===== config.mk =====
export PLATFORM = sky130hd
export DESIGN_NAME = huffman_region_sequencer
export DESIGN_NICKNAME = d
export VERILOG_FILES = /design/src/rtl/huffman_region_sequencer.sv
export SDC_FILE = /design/constraint.sdc
export NUM_CORES = 1
export LEC_CHECK = 0
export BUFFER_PORTS_ARGS = -buffer_cell sky130_fd_sc_hd__buf_2
export CAP_MARGIN = 20
export CORE_MARGIN = 4
export CORE_UTILIZATION = 30
export DETAILED_ROUTE_END_ITERATION = 6
export PLACE_DENSITY = 0.57
export SLEW_MARGIN = 30
export SYNTH_ARGS = -nofsm -noshare
export SYNTH_HDL_FRONTEND = slang
export SYNTH_SLANG_ARGS = --single-unit
export TNS_END_PERCENT = 10

===== constraint.sdc =====
create_clock -name clk -period 9.3 [get_ports clk]
set_input_delay 1.86 -clock clk [delete_from_list [all_inputs] [get_ports clk]]
set_output_delay 1.86 -clock clk [all_outputs]
set_load 0.01 [all_outputs]

===== src/rtl/huffman_region_sequencer.sv =====
// -----------------------------------------------------------------------------
// huffman_region_sequencer
//
// Steers the big_values part of one MP3 granule/channel through a shared bank
// of Huffman pair decoders. Side info is latched on start. Pair n uses
// table_select[0] below region1_start, table_select[1] below region2_start,
// and table_select[2] after that. The block then feeds the serial bitstream
// into the selected decoder one bit per cycle. It counts the decoded (x,y)
// pairs and presents each one, with its pair index, in an output register
// that uses a valid/ready handshake.
//
// Table 0 regions produce (0,0) pairs without consuming any bits. A region
// that selects an illegal table (4 or 14) is reported as an error before any
// bits are consumed. The check applies only when the region holds at least
// one pair.
//
// Ports
//   clk, rst          system clock, synchronous active-high reset
//   start             1-cycle pulse: latch side info and begin a granule
//   big_values        number of pairs to decode
//   region1_start     first pair index of region 1
//   region2_start     first pair index of region 2
//   table_sel         {ts2, ts1, ts0}, 5 bits each
//   bit_valid/data    serial input bit; bit_ready marks consumption
//   dec_rst           reset pulse to the decoder bank (table switch or rst)
//   dec_table         decoder bank mux select
//   dec_axiiv/axiid   bit strobe and data forwarded to the decoder bank
//   dec_axiov         selected decoder has a complete pair (combinational)
//   dec_x, dec_y      signed pair from the selected decoder
//   pair_valid/ready  output pair handshake
//   pair_idx          pair index (covers lines 2*idx and 2*idx+1)
//   x_val, y_val      signed decoded values
//   busy, done, error status
// -----------------------------------------------------------------------------
module huffman_region_sequencer #(
  parameter int MAX_PAIRS = 288,
  parameter int IDX_W     = 9
) (
  input  logic                    clk,
  input  logic                    rst,
  input  logic                    start,
  input  logic [IDX_W-1:0]        big_values,
  input  logic [IDX_W-1:0]        region1_start,
  input  logic [IDX_W-1:0]        region2_start,
  input  logic [14:0]             table_sel,
  input  logic                    bit_valid,
  input  logic                    bit_data,
  output logic                    bit_ready,
  output logic                    dec_rst,
  output logic [4:0]              dec_table,
  output logic                    dec_axiiv,
  output logic                    dec_axiid,
  input  logic                    dec_axiov,
  input  logic signed [15:0]      dec_x,
  input  logic signed [15:0]      dec_y,
  output logic                    pair_valid,
  input  logic                    pair_ready,
  output logic [IDX_W-1:0]        pair_idx,
  output logic signed [15:0]      x_val,
  output logic signed [15:0]      y_val,
  output logic                    busy,
  output logic                    done,
  output logic                    error
);

  typedef enum logic [2:0] {
    S_IDLE,
    S_LOAD,
    S_DECODE,
    S_ZERO,
    S_DONE,
    S_ERROR
  } state_t;

  localparam logic [IDX_W-1:0] LP_MAX_PAIRS = IDX_W'(MAX_PAIRS);

  // Region index (0,1,2) of pair n. When r2 <= r1, any n >= r1 also satisfies
  // n >= r2, so region 1 is naturally empty.
  function automatic logic [1:0] region_of(input logic [IDX_W-1:0] n,
                                           input logic [IDX_W-1:0] r1,
                                           input logic [IDX_W-1:0] r2);
    if (n < r1)      return 2'd0;
    else if (n < r2) return 2'd1;
    else             return 2'd2;
  endfunction

  function automatic logic [4:0] table_of(input logic [1:0]  rgn,
                                          input logic [14:0] ts);
    case (rgn)
      2'd0:    return ts[4:0];
      2'd1:    return ts[9:5];
      default: return ts[14:10];
    endcase
  endfunction

  // Tables 4 and 14 do not exist in the MP3 Huffman set.
  function automatic logic is_bad_table(input logic [4:0] t);
    return (t == 5'd4) || (t == 5'd14);
  endfunction

  // ---------------------------------------------------------------------------
  // Registers
  // ---------------------------------------------------------------------------
  state_t                  r_state;
  logic [IDX_W-1:0]        r_bv;
  logic [IDX_W-1:0]        r_r1;
  logic [IDX_W-1:0]        r_r2;
  logic [14:0]             r_ts;
  logic [IDX_W-1:0]        r_count;
  logic [4:0]              r_dec_table;
  logic                    r_pair_valid;
  logic [IDX_W-1:0]        r_pair_idx;
  logic signed [15:0]      r_x;
  logic signed [15:0]      r_y;

  // ---------------------------------------------------------------------------
  // Start-time side-info checks, taken directly from the inputs. The side info
  // is latched on the same edge, so the registered copies are not yet valid.
  // ---------------------------------------------------------------------------
  logic [IDX_W-1:0] w_max_r;
  logic             w_rgn0_used;
  logic             w_rgn1_used;
  logic             w_rgn2_used;
  logic             w_start_err;
  logic [4:0]       w_first_tbl;
  logic             w_start_ok;

  assign w_max_r     = (region1_start > region2_start) ? region1_start : region2_start;
  assign w_rgn0_used = (big_values != '0) && (region1_start != '0);
  assign w_rgn1_used = (region2_start > region1_start) && (big_values > region1_start);
  assign w_rgn2_used = big_values > w_max_r;

  assign w_start_err = (big_values > LP_MAX_PAIRS)
                     || (w_rgn0_used && is_bad_table(table_sel[4:0]))
                     || (w_rgn1_used && is_bad_table(table_sel[9:5]))
                     || (w_rgn2_used && is_bad_table(table_sel[14:10]));

  assign w_first_tbl = table_of(region_of('0, region1_start, region2_start), table_sel);

  // start is ignored while busy, including while DONE still holds an undrained
  // final pair.
  assign w_start_ok = start && ((r_state == S_IDLE) || (r_state == S_ERROR) ||
                                ((r_state == S_DONE) && !r_pair_valid));

  // ---------------------------------------------------------------------------
  // Per-pair sequencing terms
  // ---------------------------------------------------------------------------
  logic [IDX_W-1:0] w_cnt_nxt;
  logic [1:0]       w_rgn_cur;
  logic [1:0]       w_rgn_nxt;
  logic [4:0]       w_tbl_nxt;
  logic             w_last;
  logic             w_out_free;
  logic             w_capture;

  assign w_cnt_nxt  = r_count + IDX_W'(1);
  assign w_rgn_cur  = region_of(r_count, r_r1, r_r2);
  assign w_rgn_nxt  = region_of(w_cnt_nxt, r_r1, r_r2);
  assign w_tbl_nxt  = table_of(w_rgn_nxt, r_ts);
  assign w_last     = (w_cnt_nxt == r_bv);

  // The output register can take a new pair when it is empty, or when its
  // current pair drains on this same edge.
  assign w_out_free = !r_pair_valid || pair_ready;

  assign w_capture  = w_out_free &&
                      ((r_state == S_ZERO) || ((r_state == S_DECODE) && dec_axiov));

  // ---------------------------------------------------------------------------
  // Decoder-bank interface
  // ---------------------------------------------------------------------------
  // No bit is taken in the cycle the decoder reports a pair. The decoder clears
  // itself on the next edge, so a bit never lands in the wrong table after a
  // region switch.
  assign bit_ready = (r_state == S_DECODE) && !dec_axiov && w_out_free;
  assign dec_axiiv = bit_valid && bit_ready;
  assign dec_axiid = bit_data;
  assign dec_table = r_dec_table;
  // The decoder bank is also reset during rst, so an aborted granule leaves no
  // partial code behind.
  assign dec_rst   = rst || (r_state == S_LOAD);

  // ---------------------------------------------------------------------------
  // Status and output pair
  // ---------------------------------------------------------------------------
  assign pair_valid = r_pair_valid;
  assign pair_idx   = r_pair_idx;
  assign x_val      = r_x;
  assign y_val      = r_y;
  assign busy       = (r_state == S_LOAD) || (r_state == S_DECODE) || (r_state == S_ZERO) ||
                      ((r_state == S_DONE) && r_pair_valid);
  assign done       = (r_state == S_DONE) && !r_pair_valid;
  assign error      = (r_state == S_ERROR);

  // ---------------------------------------------------------------------------
  // Sequencer FSM and output register
  // ---------------------------------------------------------------------------
  // NOTE: every register in this block is assigned with <=, so each branch
  // reads the values from before the edge. This is what allows the drain and
  // the new capture below to happen on the same edge.
  always_ff @(posedge clk) begin
    if (rst) begin
      r_state      <= S_IDLE;
      r_bv         <= '0;
      r_r1         <= '0;
      r_r2         <= '0;
      r_ts         <= '0;
      r_count      <= '0;
      r_dec_table  <= '0;
      r_pair_valid <= 1'b0;
      r_pair_idx   <= '0;
      r_x          <= '0;
      r_y          <= '0;
    end else begin
      // Drain first. A capture later in this block overrides the clear.
      if (r_pair_valid && pair_ready) begin
        r_pair_valid <= 1'b0;
      end

      case (r_state)
        S_IDLE, S_DONE, S_ERROR: begin
          if (w_start_ok) begin
            r_bv    <= big_values;
            r_r1    <= region1_start;
            r_r2    <= region2_start;
            r_ts    <= table_sel;
            r_count <= '0;
            if (w_start_err) begin
              r_state <= S_ERROR;
            end else if (big_values == '0) begin
              r_state <= S_DONE;
            end else begin
              r_dec_table <= w_first_tbl;
              r_state     <= S_LOAD;
            end
          end
        end

        S_LOAD: begin
          r_state <= (r_dec_table == 5'd0) ? S_ZERO : S_DECODE;
        end

        S_DECODE, S_ZERO: begin
          if (w_capture) begin
            r_pair_valid <= 1'b1;
            r_pair_idx   <= r_count;
            r_x          <= (r_state == S_DECODE) ? dec_x : 16'sd0;
            r_y          <= (r_state == S_DECODE) ? dec_y : 16'sd0;
            r_count      <= w_cnt_nxt;
            if (w_last) begin
              r_state <= S_DONE;
            end else if (w_rgn_nxt != w_rgn_cur) begin
              r_dec_table <= w_tbl_nxt;
              r_state     <= S_LOAD;
            end
          end
        end

        default: r_state <= S_IDLE;
      endcase
    end
  end

endmodule


==> flow_summary.json, run 1 <==
{
  "status": "complete, no violations",
  "die_x_microns": 150,
  "drive_above_1_share_pct": 18.7,
  "synthArstFlopShare_pct": 0,
  "drc": 0,
  "antenna_cells": 0,
  "irDropWorstVdd_mv": 0.229,
  "io_buffers": 132,
  "synth-main-ff-cell": "dfxtp_1",
  "wl_mm": 18.0,
  "globalRouteMet2Util_pct": 27.4,
  "p_leak_nw": 3.13,
  "fin_skew_ns": 0.00862,
  "dp_hpwl_mm": 13.3,
  "cts_tree": "built",
  "coreArea_sq_mm": 0.0196,
  "maxSlewHeadroom_pct": 46.2,
  "root_buffer": "clkbuf_16",
  "seq_area_frac_synth_pct": 33.5,
  "syn2layout_area_growth_pct": 19.5,
  "regArea_sq_mm": 0.00202,
  "maxCapViolations": 0,
  "crit_path_max_fanout": 12,
  "synth_nets": 923,
  "worst_setup_path_end_kind": "register",
  "required_ns": 9.57,
  "final_max_slew_viol_count": 0,
  "synth_area_per_cell_sq_um": 7.71,
  "start_util_pct": 30.8,
  "grt_busiest_layer": "met2",
  "grt_pass1_vias": 5445,
  "drt-vias-per-instance": 4.93,
  "worstSkewPairLatency_ns": 0.35,
  "cts_buffer_depth": 2,
  "syn_inst": 782,
  "fin_crit_sh_pct": 58.3,
  "die_h_microns": 150,
  "clk_pin_slew_ns": 0.07,
  "hold_buffers": 0,
  "setup_tns_ns": 0,
  "layout.filler_cells": 2097,
  "max_freq_mhz": 185,
  "postCtsResizedCells": 0,
  "use_met3_pct": 2.18,
  "ys_ff_latch": 101,
  "yosys_warnings": 0,
  "multi_input_area_sq_mm": 0.00370,
  "grt_overflow": 0,
  "startpoint_type": "input pin",
  "pwr_density_cell_mw_per_mm2": 208,
  "rsz0062_at_grt": "false",
  "antenna_found_initial": 0,
  "grt_util_all_layers_pct": 15.9,
  "place_congestion": 0.878,
  "pin_count": 135,
  "ys_types": 53,
  "h-tree-depth": 3,
  "worstPathArrival_ns": 5.69,
  "post_cts_buffers": 0,
  "rows": 51,
  "worstMarginPinSlew_ns": 0.808,
  "use_met1_pct": 21.1,
  "numCtsBuffers": 9,
  "grt_max_degree": 102,
  "dr_total_vias": 5679,
  "synth_edf_count": 0,
  "syn_area_sq_mm": 0.00603,
  "antenna_left": 0,
  "fin_crit_ns": 5.42,
  "min_path_type": "reg -> reg",
  "path_class": "in -> reg",
  "whs_ns": 0.447,
  "die-area_sq_mm": 0.0224,
  "grt_pass1_wl_mm": 28.5,
  "drt_first_pass_iters": 5,
  "nets": 1024,
  "drtIter0Drc": 362,
  "post_drt_wl_per_cell_microns": 15.6,
  "final-setup-viol-count": 0,
  "hold_violations": 0,
  "cts_sinks": 101
}
## state kept, by name, summed over array words and instances, names as in the netlist
name,count
r_count,9
r_state,3
r_ts,15
r_r1,9
pair_idx,9
x_val,16
dec_table,5
y_val,16
r_r2,9
pair_valid,1
r_bv,9
## layer usage
metal / up-vias / wire length (microns)
met5: - / 0
met4: 0 / 273
met3: 16 / 438
met2: 67 / 8810
met1: 2651 / 8480
li1: 2945 / -
## logic make-up after synthesis
| family | Yosys count | synth area share [%] |
|---|---|---|
| buffers and inverters | 82 | 5.29 |
| DFF | 101 | 33.5 |
| muxes | 25 | 4.26 |
| xor gates and xnor gates | 20 | 3.36 |
| AOI/OAI and AO/OA | 184 | 17.8 |
| adders and majority gates | 60 | 12.5 |
| and+or+nand+nor | 310 | 23.3 |
## where the power goes
group	switching [mW]	total, mW	internal [mW]	leakage, nW
clock network	0.162	0.350	0.188	0.129
logic	0.375	0.603	0.228	2.18
registers	0.0510	0.541	0.490	0.821
total	0.588	1.49	0.906	3.13
## final cells by class
cell class	instances	area share, %
clock buffers	12	3.42
clock inverters	3	0.295
inverters	34	1.77
multi-input cells	599	51.4
flip-flops and latches	101	28.1
well taps	265	4.61
repair buffers	138	10.4
## worst paths after layout
path / from / to / slack, ns / cells after the start
worst max-delay path: region1_start[6] / dec_table[4] / 3.88 / 17
worst min-delay path: x_val[0] / x_val[0] / 0.45 / 2
worst min register to register: x_val[0] / x_val[0] / 0.45 / 2
worst max register to register: r_count[0] / r_state[0] / 4.96 / 12
## placed cells by master (no fill, tap or decap), types with 2 or more instances in the layout
cell       synthesis  final
a211oi_1           2      2
a21o_1             9      9
a21oi_1          120    120
a31oi_1            6      6
and3_1             2      2
and4_1             5      5
buf_16             0      2
buf_2              0    131
buf_4              1      4
clkbuf_1          46      2
clkbuf_16          0      9
dfxtp_1          101    101
ha_1              60     60
inv_1             34     34
mux2_2             5      5
mux2i_1           20     20
nand2_1          166    166
nand2b_1           7      7
nand3_1           43     43
nand3b_1           2      2
nand4_1            6      6
nor2_1            30     27
nor2_2             0      2
nor2b_1            4      4
nor3_1            18     18
nor4_1            14     14
nor4b_1            2      2
o211ai_1          11     11
o21a_1             4      4
o21ai_0           13     13
o21ai_1            5      5
o22ai_1            2      2
or2_1              3      2
or2_2              1      2
xnor2_1            5      5
xnor3_1            2      2
xor2_1            13     13
## synth_stat cells, drive strengths merged, types with 3 or more instances
cell / count / area (sq um)
inv: 34 / 128
nor2b: 4 / 25.0
clkbuf: 46 / 173
mux2i: 20 / 200
or2: 4 / 25.0
ha: 60 / 751
mux2: 5 / 56.3
dfxtp: 101 / 2020
a21oi: 120 / 601
nand3: 43 / 215
xor2: 13 / 114
a211oi: 3 / 27.5
nand2: 167 / 629
nand2b: 7 / 43.8
o211ai: 12 / 95.1
o21a: 4 / 30.0
xnor2: 5 / 43.8
nand4: 6 / 37.5
nor2: 30 / 113
a21o: 9 / 67.6
nor3: 18 / 90.1
o21ai: 18 / 90.1
a31oi: 6 / 37.5
nor4: 14 / 87.6
and4: 5 / 43.8
## critical path: stages
cell and delay (ns):
buf_2 0.11, inv_1 0.08, ha_1 0.31, a21o_1 0.16, a21o_1 0.16, a21oi_1 0.14, o21a_1 0.55, mux2i_1 0.28
ha_1 0.27, a21o_1 0.18, a21o_1 0.17, a221o_1 0.35, nand3_1 0.10, o211ai_1 0.14, a21oi_1 0.47, a31oi_1 0.15
nor3_1 0.18
## stage by stage
| stage | worst slack, ns | total power [mW] | instance area (sq um) | util [%] | std cells |
|---|---|---|---|---|---|
| after CTS | 3.92 | 1.51 | 7200 | 36.8 | 1152 |
| final | 3.88 | 1.49 | 7200 | 36.8 | 1152 |
| after global routing | 3.61 | 1.61 | 7200 | 36.8 | 1152 |
| after detailed placement | 3.55 | 1.16 | 6930 | 35.4 | 1137 |
| after global placement | 3.65 | 1.14 | 6870 | 35.1 | 1135 |
| after floorplan | 4.10 | 0.959 | 6030 | - | 782 |
No activity file was read; power rests on OpenSTA's default activity.
==> inputs of run 2 (changes only) <==
==> constraint.sdc (replaced) <==
create_clock -name clk -period 5.6 [get_ports clk]
set_input_delay 1.12 -clock clk [delete_from_list [all_inputs] [get_ports clk]]
set_output_delay 1.12 -clock clk [all_outputs]
set_load 0.01 [all_outputs]
==> run 2 against run 1 <==
Combinational power rose by 65%. Clock skew rose by 0.00077 ns. Core utilization grew 0.077 points. Critical path type unchanged.
==> flow_summary.json, run 2 (same netlist as run 1, synthesis figures left out) <==
{
  "status": "complete, no violations",
  "crit_path_max_fanout": 8,
  "hold_end": "x_val[12]",
  "final_max_slew_viol_count": 0,
  "layout_commonest_cell": "nand2_1",
  "fin_crit_sh_pct": 80.3,
  "max_freq_mhz": 222,
  "fin_crit_ns": 4.50,
  "rr_worst_depth": 12,
  "finalNonFillerCells": 1155,
  "p_leak_nw": 3.14,
  "die-area_sq_mm": 0.0224,
  "hold_violations": 0,
  "required_ns": 5.87,
  "cts_tree": "built",
  "drt-vias-per-instance": 4.89,
  "layout_common_cells": "nand2_1, buf_2, a21oi_1",
  "maxSlewHeadroom_pct": 43.8,
  "whs_ns": 0.448,
  "p_sw_mw": 0.975,
  "worstPathArrival_ns": 4.77,
  "post_drt_wl_per_cell_microns": 15.7,
  "antenna_cells": 0,
  "start_util_pct": 30.8,
  "wl_mm": 18.1,
  "final-setup-viol-count": 0,
  "dp_hpwl_mm": 13.5,
  "antenna_found_initial": 0,
  "drc": 0,
  "worstMarginPinSlew_ns": 0.841,
  "coreArea_sq_mm": 0.0196,
  "clk_pin_slew_ns": 0.07,
  "postCtsResizedCells": 0,
  "grt_util_all_layers_pct": 15.9,
  "place_congestion": 0.888,
  "p_clk_share_pct": 24.0,
  "setup_tns_ns": 0,
  "maxCapViolations": 0,
  "nets": 1026,
  "post_cts_buffers": 0,
  "numCtsBuffers": 9,
  "drt_first_pass_iters": 5,
  "pin_count": 135,
  "r2r_setup_slack_ns": 1.27,
  "switching_share_pct": 39.1,
  "dr_total_vias": 5645,
  "die_h_microns": 150,
  "fin_skew_ns": 0.00940,
  "pwr_density_cell_mw_per_mm2": 345,
  "cts_sinks": 101,
  "min-delay-start": "x_val[12]",
  "grt_pass1_vias": 5333,
  "path_class": "in -> reg",
  "syn2layout_area_growth_pct": 19.7,
  "dp.cells": 1139,
  "post-place-ws_ns": 0.792,
  "grt_pass1_wl_mm": 28.6,
  "drive_above_1_share_pct": 18.9,
  "cts_buffer_depth": 2,
  "grt_max_degree": 101,
  "fin_ws_ns": 1.10,
  "p_seq_share_pct": 36.0,
  "rsz0062_at_grt": "false",
  "hold_path_depth": 2,
  "combPwrFrac_pct": 40.0,
  "antenna_left": 0,
  "h-tree-depth": 3,
  "hold_buffers": 0,
  "startpoint_type": "input pin",
  "min_path_type": "reg -> reg",
  "reg2reg_from": "r_count[0]",
  "io_buffers": 132,
  "irDropWorstVdd_mv": 0.373,
  "worstSkewPairLatency_ns": 0.34,
  "die_x_microns": 150,
  "rows": 51,
  "root_buffer": "clkbuf_16",
  "internal_power_mw": 1.52,
  "r2r_end": "r_state[0]",
  "worst_setup_path_end_kind": "register",
  "grt_overflow": 0,
  "drtIter0Drc": 311
}
[run 2: cell types whose count changed in the layout (fill, tap and decap cells not counted), sizes merged]
| cell | delta |
|---|---|
| buf | +2 |
| clkinv | -1 |
| clkbuf | +2 |
[run 2: critical path, cell delays in order]
cell and delay [ns]:
buf_2 0.11, inv_1 0.08, ha_1 0.31, a21o_1 0.16, a21o_1 0.17, a21oi_1 0.14
o21a_1 0.37, buf_4 0.23, mux2i_1 0.24, ha_1 0.29, a21oi_1 0.15, nand2_1 0.07
a221o_1 0.30, nand3_1 0.10, o211ai_1 0.15, a21oi_1 0.45, a31oi_1 0.16, nor3_1 0.17
[run 2: power by group through the flow]
stage	clock network, mW	registers (mW)	logic, mW
6_report	0.598	0.897	0.997
2_1_floorplan	0	0.892	0.700
3_5_place_dp	0	0.913	1.00
5_1_grt	0.646	0.913	1.12
3_3_place_gp	0	0.915	0.979
4_1_cts	0.618	0.898	1.01
[run 2: final cells by class]
cell class | instances | area, sq um
Fill cell | 2121 | 12400
Multi-Input combinational cell | 599 | 3700
Sequential cell | 101 | 2020
Timing Repair Buffer | 140 | 754
Tap cell | 265 | 332
Clock buffer | 14 | 264
Inverter | 34 | 128
Clock inverter | 2 | 16.3
[run 2: per-layer routing]
| layer | track usage, % | routed length [microns] |
|---|---|---|
| met1 | 22.0 | 8480 |
| met2 | 26.4 | 8850 |
| met3 | 2.39 | 577 |
| met4 | 3.43 | 206 |
| met5 | 0 | 0 |
[run 2: how the worst max path moves through the flow]
stage,slack [ns],start,cells after the start,to
finish,1.10,region1_start[6],18,dec_table[4]
global route,0.77,region1_start[6],18,dec_table[0]
floorplan,1.14,region1_start[6],17,dec_table[0]
CTS,1.14,region1_start[6],18,dec_table[4]
detailed placement,0.79,region1_start[6],18,dec_table[4]
global placement,0.87,region1_start[3],17,dec_table[4]
[run 2: through the flow]
| stage | util (%) | total power, mW | instance area, sq um |
|---|---|---|---|
| global route | 36.8 | 2.68 | 7210 |
| global placement | 35.2 | 1.89 | 6890 |
| detailed placement | 35.4 | 1.92 | 6930 |
| floorplan | - | 1.59 | 6030 |
| finish | 36.8 | 2.49 | 7210 |
| CTS | 36.8 | 2.52 | 7210 |
==> inputs of run 3 (changes only) <==
==> constraint.sdc (replaced) <==
create_clock -name clk -period 4.4 [get_ports clk]
set_input_delay 0.88 -clock clk [delete_from_list [all_inputs] [get_ports clk]]
set_output_delay 0.88 -clock clk [all_outputs]
set_load 0.01 [all_outputs]
==> run 3 against run 2 <==
Die area unchanged. Clock skew rose by 0.00074 ns. Critical path type unchanged. Non-clock buffer count up 9. Sequential cell count unchanged. Via count increased by 1.3%. Routed wire length is 1.0% lower. Worst setup slack worse by 0.66 ns. Critical endpoint unchanged. Power up 27%. First-iteration DRC count fell by 5.1%. Design area rose by 0.38%.
==> flow_summary.json, run 3 (same netlist as run 1, synthesis figures left out) <==
{
  "cts_tree": "built",
  "maxCapViolations": 0,
  "irDropWorstVdd_mv": 0.403,
  "grt_overflow": 0,
  "postCtsResizedCells": 0,
  "die-area_sq_mm": 0.0224,
  "drtIter0Drc": 295,
  "rsz0062_at_grt": "false",
  "status": "complete, no violations",
  "hold_buffers": 0,
  "grt_util_all_layers_pct": 15.7,
  "regArea_sq_mm": 0.00202,
  "grt_pass1_wl_mm": 28.2,
  "fin_util_pct": 37.0,
  "drt-vias-per-instance": 4.92,
  "drc": 0,
  "fin_crit_ns": 3.96,
  "clk_pin_slew_ns": 0.07,
  "crit_chain": "buf_2 -> inv_1 -> ha_1 -> a21o_1 -> a21o_1 -> a21oi_1 -> o21a_1 -> buf_4 -> mux2i_1 -> ha_1 -> a21oi_1 -> nand2_1 -> a221o_1 -> nand3_1 -> o211ai_1 -> a21o_1 -> nor4_1 -> nor3_1",
  "grt_max_degree": 101,
  "dr_total_vias": 5718,
  "coreArea_sq_mm": 0.0196,
  "critPathBufInv": 3,
  "worst_setup_path_end_kind": "register",
  "place_congestion": 0.870,
  "cp_slowest_cell": "ha_1",
  "io_buffers": 132,
  "layout.filler_cells": 2121,
  "post_cts_buffers": 0,
  "rows": 51,
  "die_h_microns": 150,
  "startpoint_type": "input pin",
  "post_drt_wl_per_cell_microns": 15.4,
  "cpPeakStageDelay_ns": 0.31,
  "layout_common_cells": "nand2_1, buf_2, a21oi_1",
  "p_leak_nw": 3.17,
  "r2r_setup_slack_ns": 0.63,
  "cpMostUsedCell": "a21o_1",
  "fin_skew_ns": 0.0101,
  "die_x_microns": 150,
  "path_class": "in -> reg",
  "antenna_cells": 0,
  "final-setup-viol-count": 0,
  "wl_mm": 17.9,
  "whs_ns": 0.447,
  "numCtsBuffers": 9,
  "cts_sinks": 101,
  "syn2layout_area_growth_pct": 20.2,
  "pwr_density_cell_mw_per_mm2": 435,
  "multi_input_area_sq_mm": 0.00370,
  "setup_tns_ns": 0,
  "nets": 1035,
  "root_buffer": "clkbuf_16",
  "grt_pass1_vias": 5312,
  "min_path_type": "reg -> reg",
  "dp_hpwl_mm": 13.3,
  "layout_commonest_cell": "nand2_1",
  "h-tree-depth": 3,
  "final_max_slew_viol_count": 0,
  "power_mw": 3.15,
  "drt_first_pass_iters": 5,
  "max_freq_mhz": 252,
  "maxSlewHeadroom_pct": 47.9,
  "hold_violations": 0,
  "antenna_left": 0,
  "start_util_pct": 30.8,
  "pin_count": 135,
  "required_ns": 4.60,
  "worstPathArrival_ns": 4.16,
  "worstMarginPinSlew_ns": 0.781,
  "critPathTopFamily": "compound AO/OA/AOI/OAI gates",
  "worstSkewPairLatency_ns": 0.35,
  "antenna_found_initial": 0,
  "fin_crit_sh_pct": 90.0,
  "crit_path_max_fanout": 8,
  "cts_buffer_depth": 2,
  "drive_above_1_share_pct": 19.7
}
## run 3: cell count changes in the layout (fill, tap and decap cells not counted)
cell / previous run / this run
clkbuf_8: 2 / 1
clkbuf_1: 3 / 2
buf_4: 6 / 17
buf_8: 1 / 0
clkinv_2: 0 / 1
buf_16: 1 / 0
## run 3: where the power goes
group	internal (mW)	switching, mW
Clock	0.398	0.344
Sequential	1.04	0.0978
Combinational	0.481	0.796
## run 3: worst paths after layout
check                    from           end  cells past startpoint
max          region1_start[6]  dec_table[4]                     18
min                 x_val[10]     x_val[10]                      2
min reg2reg         x_val[10]     x_val[10]                      2
max reg2reg        r_count[1]    r_state[0]                     13
## run 3: layout make-up
type                    count  area share (%)
clock buffers              12            3.40
clock inverters             3           0.294
inverters                  34            1.76
multi-input cells         599            51.1
flip-flops and latches    101            27.9
well taps                 265            4.58
repair buffers            149            11.0
## run 3: layer usage
metal	share of wire (%)	track usage [%]	wire (microns)	vias to the layer above
li1	-	-	-	2951
met1	46	20.5	8260	2658
met2	49	26.5	8780	91
met3	3.6	3.30	641	18
met4	1.4	4.03	243	0
met5	0	0	0	-
## run 3: per-stage QoR
| step | instance area (sq um) | cells | worst slack [ns] |
|---|---|---|---|
| 2_1_floorplan | 6030 | 782 | 0.176 |
| 3_3_place_gp | 6970 | 1148 | 0.155 |
| 3_5_place_dp | 6970 | 1148 | 0.116 |
| 4_1_cts | 7240 | 1163 | 0.497 |
| 5_1_grt | 7240 | 1163 | 0.188 |
| 6_report | 7240 | 1163 | 0.439 |
## run 3: worst min-delay path, cell delays in order (launching register included)
cell and delay [ns]:
dfxtp_1 0.31, nand2_1 0.05, a21oi_1 0.05
